$ cat config.mk
export PLATFORM = sky130hd
export DESIGN_NAME = corelet_ctrl
export DESIGN_NICKNAME = d
export VERILOG_FILES = /design/src/rtl/corelet_ctrl.sv
export SDC_FILE = /design/constraint.sdc
export NUM_CORES = 1
export LEC_CHECK = 0
export BUFFER_PORTS_ARGS = -buffer_cell sky130_fd_sc_hd__buf_2
export CAP_MARGIN = 20
export CORE_MARGIN = 10
export CORE_UTILIZATION = 30
export DETAILED_ROUTE_END_ITERATION = 10
export PLACE_DENSITY_LB_ADDON = 0.3
export SLEW_MARGIN = 30
export SYNTH_ARGS = -nofsm -noshare
export SYNTH_HDL_FRONTEND = slang
export SYNTH_SLANG_ARGS = --single-unit
$ cat constraint.sdc
create_clock -name clk -period 3.93 [get_ports clk]
set_clock_uncertainty 0.1 [all_clocks]
set_input_delay 0.393 -clock clk [delete_from_list [all_inputs] [get_ports clk]]
set_output_delay 0.393 -clock clk [all_outputs]
set_load 0.005 [all_outputs]
$ cat src/rtl/corelet_ctrl.sv
// corelet_ctrl: instruction sequencer for the weight-stationary corelet.
//
// For each kernel position k it loads col weight words from xmem through L0
// into the MAC array, streams len_nij activation vectors, then drains the
// OFIFO into pmem. After all kernel positions it runs an accumulate/ReLU pass
// that sums the kij_num partial sums per output and writes them at out_base.
//
// Ports:
//   clk          in   rising-edge clock
//   reset        in   synchronous, active-high
//   start        in   one-cycle request, honoured only when idle
//   ofifo_valid  in   OFIFO holds at least one complete row
//   inst[33:0]   out  instruction bus (acc, pmem ctl/addr, xmem ctl/addr, strobes)
//   busy         out  high whenever not idle
//   done         out  one-cycle pulse at the end of the schedule
module corelet_ctrl #(
    parameter int unsigned col      = 8,
    parameter int unsigned row      = 8,
    parameter int unsigned kij_num  = 9,
    parameter int unsigned len_nij  = 36,
    parameter int unsigned w_base   = 0,
    parameter int unsigned x_base   = 128,
    parameter int unsigned out_base = 1024
) (
    input  logic        clk,
    input  logic        reset,
    input  logic        start,
    input  logic        ofifo_valid,
    output logic [33:0] inst,
    output logic        busy,
    output logic        done
);

    localparam logic [33:0] IdleWord = 34'h1800C0000;

    localparam logic [10:0] ColW   = 11'(col);
    localparam logic [10:0] FlushW = 11'(row + col);
    localparam logic [10:0] KijW   = 11'(kij_num);
    localparam logic [10:0] LenW   = 11'(len_nij);
    localparam logic [10:0] WBaseW = 11'(w_base);
    localparam logic [10:0] XBaseW = 11'(x_base);
    localparam logic [10:0] OBaseW = 11'(out_base);

    typedef enum logic [3:0] {
        StIdle, StWl0, StWgap, StWarr, StWflush,
        StXl0, StXgap, StExec, StDrain, StAcc, StDone
    } state_e;

    state_e      state_q, state_d;
    logic [10:0] cnt_q, cnt_d;     // cycle index inside the current state/group
    logic [10:0] k_q, k_d;         // kernel position
    logic [10:0] n_q, n_d;         // output index during accumulation

    // Strobes for consumers of SRAM read data, one cycle behind the read.
    logic        l0_wr_q, l0_wr_d;
    logic        acc_q, acc_d;
    logic        pwr_q, pwr_d;
    logic [10:0] pwr_addr_q, pwr_addr_d;

    always_ff @(posedge clk) begin
        if (reset) begin
            state_q    <= StIdle;
            cnt_q      <= '0;
            k_q        <= '0;
            n_q        <= '0;
            l0_wr_q    <= 1'b0;
            acc_q      <= 1'b0;
            pwr_q      <= 1'b0;
            pwr_addr_q <= '0;
        end else begin
            state_q    <= state_d;
            cnt_q      <= cnt_d;
            k_q        <= k_d;
            n_q        <= n_d;
            l0_wr_q    <= l0_wr_d;
            acc_q      <= acc_d;
            pwr_q      <= pwr_d;
            pwr_addr_q <= pwr_addr_d;
        end
    end

    always_comb begin
        state_d    = state_q;
        cnt_d      = cnt_q;
        k_d        = k_q;
        n_d        = n_q;
        l0_wr_d    = 1'b0;
        acc_d      = 1'b0;
        pwr_d      = 1'b0;
        pwr_addr_d = pwr_addr_q;
        inst       = IdleWord;
        busy       = (state_q != StIdle);
        done       = (state_q == StDone);

        // Delayed strobes complete regardless of which state follows.
        if (l0_wr_q) inst[2] = 1'b1;
        if (acc_q)   inst[33] = 1'b1;
        if (pwr_q) begin
            inst[32]    = 1'b0;
            inst[31]    = 1'b0;
            inst[30:20] = pwr_addr_q;
        end

        unique case (state_q)
            StIdle: begin
                if (start) begin
                    state_d = StWl0;
                    cnt_d   = '0;
                    k_d     = '0;
                    n_d     = '0;
                end
            end
            StWl0: begin
                inst[19]   = 1'b0;
                inst[17:7] = WBaseW + k_q * ColW + cnt_q;
                l0_wr_d    = 1'b1;
                if (cnt_q == ColW - 11'd1) begin
                    state_d = StWgap;
                    cnt_d   = '0;
                end else begin
                    cnt_d = cnt_q + 11'd1;
                end
            end
            StWgap: state_d = StWarr;
            StWarr: begin
                inst[3] = 1'b1;
                inst[0] = 1'b1;
                if (cnt_q == ColW - 11'd1) begin
                    state_d = StWflush;
                    cnt_d   = '0;
                end else begin
                    cnt_d = cnt_q + 11'd1;
                end
            end
            StWflush: begin
                if (cnt_q == FlushW - 11'd1) begin
                    state_d = StXl0;
                    cnt_d   = '0;
                end else begin
                    cnt_d = cnt_q + 11'd1;
                end
            end
            StXl0: begin
                inst[19]   = 1'b0;
                inst[17:7] = XBaseW + cnt_q;
                l0_wr_d    = 1'b1;
                if (cnt_q == LenW - 11'd1) begin
                    state_d = StXgap;
                    cnt_d   = '0;
                end else begin
                    cnt_d = cnt_q + 11'd1;
                end
            end
            StXgap: state_d = StExec;
            StExec: begin
                inst[3] = 1'b1;
                inst[1] = 1'b1;
                if (cnt_q == LenW - 11'd1) begin
                    state_d = StDrain;
                    cnt_d   = '0;
                end else begin
                    cnt_d = cnt_q + 11'd1;
                end
            end
            StDrain: begin
                if (cnt_q < LenW) begin
                    // Only the first read waits for ofifo_valid; the burst is never re-checked.
                    if (cnt_q != 11'd0 || ofifo_valid) begin
                        inst[6]    = 1'b1;
                        pwr_d      = 1'b1;
                        pwr_addr_d = k_q * LenW + cnt_q;
                        cnt_d      = cnt_q + 11'd1;
                    end
                end else begin
                    // Tail cycle carries the last pmem write.
                    cnt_d = '0;
                    if (k_q == KijW - 11'd1) begin
                        state_d = StAcc;
                        k_d     = '0;
                        n_d     = '0;
                    end else begin
                        state_d = StWl0;
                        k_d     = k_q + 11'd1;
                    end
                end
            end
            StAcc: begin
                if (cnt_q < KijW) begin
                    inst[32]    = 1'b0;
                    inst[30:20] = cnt_q * LenW + n_q;
                    acc_d       = 1'b1;
                end
                if (cnt_q == KijW + 11'd1) begin
                    inst[5]     = 1'b1;
                    inst[32]    = 1'b0;
                    inst[31]    = 1'b0;
                    inst[30:20] = OBaseW + n_q;
                    cnt_d       = '0;
                    if (n_q == LenW - 11'd1) begin
                        state_d = StDone;
                        n_d     = '0;
                    end else begin
                        n_d = n_q + 11'd1;
                    end
                end else begin
                    cnt_d = cnt_q + 11'd1;
                end
            end
            StDone: state_d = StIdle;
            default: state_d = StIdle;
        endcase
    end

endmodule

==> flow_metrics.tcl, run 1 <==
set metrics [dict create \
    status "completed" \
    cp_data_arrival_time_ns 3.05 \
    highest_layer "met4" \
    track_usage 0.1209 \
    setup_viol 0 \
    drc 0 \
    io_buffers 37 \
    area_delta_synth_final_pct 9.342 \
    grt_pass1_vias 3853 \
    end_kind "primary output" \
    critPathMaxStageDelay_ns 0.52 \
    wl_um 12160 \
    viasPerCell 5.296 \
    synthAdderAreaFrac 0.1617 \
    syn_nets 595 \
    drtPass1Iterations 5 \
    die_height_um 142.3 \
    p_int_mw 1.067 \
    clock-sinks 51 \
    grt_max_degree 25 \
    hp-class "reg2reg" \
    fmax_mhz 282.2 \
    p_total_mw 1.839 \
    postCtsSetupRepairBufs 0 \
    cts_max_path_buffers 2 \
    syn_avg_cell_area_um2 8.371 \
    nNetsFinal 617 \
    pwr_density_cell_mw_per_mm2 374.8 \
    slew_viol_final 0 \
    crit_fanout 9 \
    initial_core_util 0.3075 \
    synthDistinctLibCells 76 \
    vdd_drop_max_uv 224.4 \
    crit_buf_inv 1 \
    synth_edf_count 0 \
    p_leak_nw 2.184 \
    pwr-share-seq 0.353 \
    clockPowerShare 0.250 \
    drt-met1-wl_um 6041 \
    tns_ns 0 \
    startpoint_type "register" \
    synthMuxAreaShare 0.02705 \
    synthArstFlopShare 0 \
    die_area_mm2 0.02025 \
    synth_simple_gate_area_frac 0.2292 \
    synth_xor_xnor_area_share 0.1113 \
    relSlewSlack 0.5792 \
    h-tree-depth 2 \
    swShare 0.4200 \
    fp.coreArea_mm2 0.01459 \
    cts-hold-fix-buffers 0 \
    grt_antenna_before_repair 0 \
    switchingPower_uw 772.3 \
    fillers 1522 \
    clk_pin_slew_ns 0.08 \
    hpwl_um 9480 \
    worst_slack_ns 0.3870 \
    cts_root_buf "clkbuf_16" \
    layout-drive-gt1-share 0.1360 \
    critical-path-top-delay-family "adder cells" \
    hold_violations 0 \
    crit_type "reg2out" \
    syn_area_mm2 0.004487 \
    synth-compound-area-share 0.1760 \
    path_cells "ha_1 -> ha_1 -> fa_1 -> ha_1 -> nand3_1 -> o211ai_1 -> nor4_1 -> nor3_1 -> xnor2_1 -> o21ai_0 -> buf_2" \
    synth_warnings 0 \
    ant_nets 0 \
    cts_resized 0 \
    seq_area_frac_synth 0.2276 \
    routabilityCongestion 0.8423 \
    num_rows 44 \
    grt-ovfl-total 0 \
    whs_ns 0.3772 \
    ios 40 \
    drt_iter0_drc 212 \
    crit_required_ns 3.44 \
    min_period_ns 3.543 \
    wl_met2_um 5461 \
    synth_top_family_by_area "simple AND/OR/NAND/NOR gates" \
    maxCapViolCount 0 \
    cpMostUsedCell "ha_1" \
    post-place-ws_ns 0.7283 \
    cts_tree "done" \
    rsz0062_at_grt "no" \
    clk_latency_ns 0.31 \
    fin_crit_sh 0.9015 \
    cpMaxStageDelayCell "dfxtp_1" \
    vias 3935 \
    share_comb_of_total_power 0.397 \
    grt_pass1_wl_um 20230 \
    avgRoutedWirePerCell_um 16.36 \
    cts_buffers 5 \
    antenna_cells 0 \
    die_x_um 142.3 \
    synthCells 536 \
    tightestPinTransition_ns 0.6298 \
    synth_flop_cell "dfxtp_1" \
    synth_seq_cells 51 \
    dr_wl_met3_um 537 \
]
[Yosys cell counts (all sizes together), types with 16 or more instances]
| library cell | instances | share of area |
|---|---|---|
| dfxtp | 51 | 0.23 |
| a21oi | 22 | 0.026 |
| inv | 23 | 0.019 |
| o21ai | 26 | 0.029 |
| buf | 17 | 0.031 |
| ha | 50 | 0.14 |
| nand4 | 16 | 0.024 |
| xor2 | 32 | 0.062 |
| xnor2 | 25 | 0.049 |
| nor2 | 72 | 0.062 |
| nand3 | 20 | 0.022 |
| nand2 | 25 | 0.021 |
[layout make-up]
| class | count | area, um^2 | share of cell area |
|---|---|---|---|
| Timing Repair Buffer | 45 | 245.2 | 0.04999 |
| Clock buffer | 5 | 125.1 | 0.02550 |
| Multi-Input combinational cell | 432 | 3172 | 0.6465 |
| Inverter | 23 | 86.33 | 0.01760 |
| Tap cell | 184 | 230.2 | 0.04693 |
| Clock inverter | 3 | 26.28 | 0.005356 |
| Sequential cell | 51 | 1021 | 0.2081 |
[path summary, 6_finish.rpt]
check              endpoint  cells after the start          start  slack [ns]
max reg2reg  pwr_addr_q[10]                     10         k_q[4]        0.92
min           pwr_addr_q[9]                      2  pwr_addr_q[9]        0.38
min reg2reg   pwr_addr_q[9]                      2  pwr_addr_q[9]        0.38
max                inst[30]                     11       cnt_q[0]        0.39
[per-layer routing]
layer	global-route usage	vias to the layer above
met3	0.02003	10
li1	-	1962
met1	0.1645	1874
met2	0.1941	89
met5	0	-
met4	0.02929	0
[power groups by stage]
| stage | Clock (mW) | Combinational [mW] | Sequential [mW] |
|---|---|---|---|
| after floorplan | 0 | 0.624 | 0.612 |
| after global placement | 0 | 0.721 | 0.657 |
| after detailed placement | 0 | 0.731 | 0.660 |
| after CTS | 0.474 | 0.734 | 0.647 |
| after global routing | 0.493 | 0.822 | 0.660 |
| final | 0.460 | 0.730 | 0.649 |
[cells in the final DEF, fill, tap and decap left out, types with 3 or more instances in the layout]
cell type	count
a21o_1	7
nor2b_1	4
and2_1	4
mux2i_1	11
clkbuf_16	5
dfxtp_1	51
buf_4	8
nand2_1	25
xor2_1	32
nand4_1	15
buf_2	37
o21bai_1	4
nor3_1	6
a21oi_1	20
o211ai_1	7
or3_1	4
nor2_1	70
a22o_1	4
ha_1	50
o31a_1	3
nor4b_1	3
fa_1	5
a31oi_1	5
o21ai_0	26
inv_1	23
and3_1	12
xnor2_1	25
o41ai_1	3
nand2b_1	3
a22oi_1	10
nor4_1	4
nand3_1	20
[sequential cells by signal, indices dropped and copies added (netlist names)]
signal and count:
cnt_q 11, pwr_addr_q 11, n_q 11, k_q 11
pwr_q 1, acc_q 1, state_q 4, l0_wr_q 1
[metrics by stage]
step,std cells,instance area (um^2),util
6_report,743,4906,0.3363
3_3_place_gp,735,4755,0.3259
3_5_place_dp,735,4755,0.3259
4_1_cts,743,4906,0.3363
5_1_grt,743,4906,0.3363
2_1_floorplan,536,4487,-
[worst reg2reg max path: stages, from the launching register on]
cell	delay (ns)
dfxtp_1	0.51
ha_1	0.30
ha_1	0.22
fa_1	0.41
xor2_1	0.18
ha_1	0.30
or2_2	0.30
a21o_1	0.18
o31a_1	0.10
xnor2_1	0.12
a211oi_1	0.21
[cell families after synthesis]
family | count (synthesis)
buffers and inverters | 53
AND/OR/NAND/NOR | 194
flip-flops | 51
XOR/XNOR | 57
multiplexers | 12
other | 2
AO/OA/AOI/OAI | 112
adder cells (fa/ha/maj) | 55
Note: power is estimated with default switching activity, not from simulation.
==> inputs of run 2 (changes only) <==
- CORE_UTILIZATION: 30 -> 61
==> flow_metrics.tcl, run 2 (synthesized netlist as in run 1, its figures left out) <==
set metrics [dict create \
    startpoint_type "register" \
    initial_core_util 0.6219 \
    critPathMaxStageDelay_ns 0.51 \
    critical-path-top-delay-family "adder cells" \
    final_util 0.6559 \
    grt_antenna_before_repair 0 \
    drt_iter0_drc 201 \
    fp.coreArea_mm2 0.007214 \
    grt_max_degree 25 \
    vdd_drop_max_uv 354.7 \
    ant_nets 0 \
    cts_buffers 5 \
    maxCapViolCount 0 \
    clock-sinks 51 \
    fillers 643 \
    drc 0 \
    crit_required_ns 3.44 \
    pwr_density_cell_mw_per_mm2 369.0 \
    fin_crit_sh 0.9208 \
    die_x_um 105.8 \
    die_height_um 105.8 \
    tightestPinTransition_ns 0.9073 \
    slew_viol_final 0 \
    end_kind "primary output" \
    cts_root_buf "clkbuf_8" \
    area_delta_synth_final_pct 5.466 \
    hold_violations 0 \
    antenna_cells 0 \
    fmax_mhz 276.3 \
    vias 3985 \
    track_usage 0.1942 \
    nNetsFinal 613 \
    die_area_mm2 0.01119 \
    path_cells "ha_1 -> ha_1 -> fa_1 -> ha_1 -> nand3_1 -> o211ai_1 -> nor4_1 -> nor3_1 -> xnor2_1 -> o21ai_0 -> buf_2" \
    cp_data_arrival_time_ns 3.13 \
    cpMaxStageDelayCell "dfxtp_1" \
    tns_ns 0 \
    status "completed" \
    layout-drive-gt1-share 0.1315 \
    hp-class "reg2reg" \
    p_leak_nw 2.146 \
    h-tree-depth 2 \
    clk_latency_ns 0.31 \
    crit_fanout 9 \
    cts_tree "done" \
    cpMostUsedCell "ha_1" \
    ios 40 \
    crit_type "reg2out" \
    grt_pass1_vias 3804 \
    grt_pass1_wl_um 18480 \
    final_common_cell "nor2_1" \
    relSlewSlack 0.3939 \
    cts_max_path_buffers 2 \
    wl_um 11150 \
    multi_input_area_mm2 0.003172 \
    io_buffers 37 \
    num_rows 31 \
    postCtsSetupRepairBufs 0 \
    hpwl_um 8416 \
    clk_pin_slew_ns 0.10 \
    regArea_mm2 0.001022 \
    layout_common_cells "nor2_1, ha_1, dfxtp_1" \
    grt-ovfl-total 0 \
    viasPerCell 6.093 \
    rsz0062_at_grt "no" \
    setup_viol 0 \
    drtPass1Iterations 4 \
    routabilityCongestion 0.8980 \
    min_period_ns 3.619 \
    avgRoutedWirePerCell_um 17.04 \
    crit_buf_inv 1 \
]
-- run 2: cell types whose count changed in the layout (fill, tap and decap cells not counted), moves of 2 or more --
cell,previous run,this run
clkbuf_16,5,0
clkbuf_8,0,5
buf_4,8,4
inv_6,2,0
-- run 2: through the flow --
step	hold slack [ns]	instance area [um^2]	setup WS [ns]	total power, mW	instances
final	0.3901	4732	0.3112	1.746	654
after global routing	0.4275	4732	0.1292	1.856	654
after floorplan	0.3449	4487	0.8741	1.236	536
after global placement	0.3836	4618	0.7132	1.346	646
after CTS	0.4016	4731	0.1924	1.745	654
after detailed placement	0.3877	4618	0.5505	1.362	646
-- run 2: power by group --
part | switching [mW] | leakage, nW | internal (mW)
clock network | 0.191 | 0.0581 | 0.190
registers | 0.0873 | 0.413 | 0.561
logic | 0.454 | 1.68 | 0.263
total | 0.732 | 2.15 | 1.01
-- run 2: layer usage --
metal  part of all wire  wire length [um]  vias to the layer above  GRT usage
li1                   -                 -                     1955          -
met5                  0                 0                        -          0
met1               0.46              5156                     1874     0.2534
met4              0.024               271                        0    0.06286
met2               0.46              5091                      133     0.3180
met3              0.056               627                       23    0.03228
-- run 2: area by class of cell --
class,instances,area share
clock buffer,5,0.01454
multi-input combinational,432,0.6703
tap,99,0.02618
clock inverter,3,0.009254
inverter,23,0.01824
timing repair buffer,41,0.04548
sequential,51,0.2160
-- run 2: final timing paths --
| path | startpoint | end | slack (ns) | depth (start not counted) |
|---|---|---|---|---|
| max | cnt_q[0] | inst[30] | 0.31 | 11 |
| min | pwr_addr_q[9] | pwr_addr_q[9] | 0.39 | 2 |
| max reg2reg | k_q[4] | pwr_addr_q[10] | 0.83 | 10 |
| min reg2reg | pwr_addr_q[9] | pwr_addr_q[9] | 0.39 | 2 |
-- run 2: tightest hold or removal path, stage by stage (launching register included) --
cell and delay, ns:
dfxtp_1 0.33, nand2b_1 0.07, a21oi_1 0.05
-- run 2: what timing repair did --
action	CTS	global route
resized for setup	0	1
hold buffers	0	0
endpoints found under the setup margin	0	1
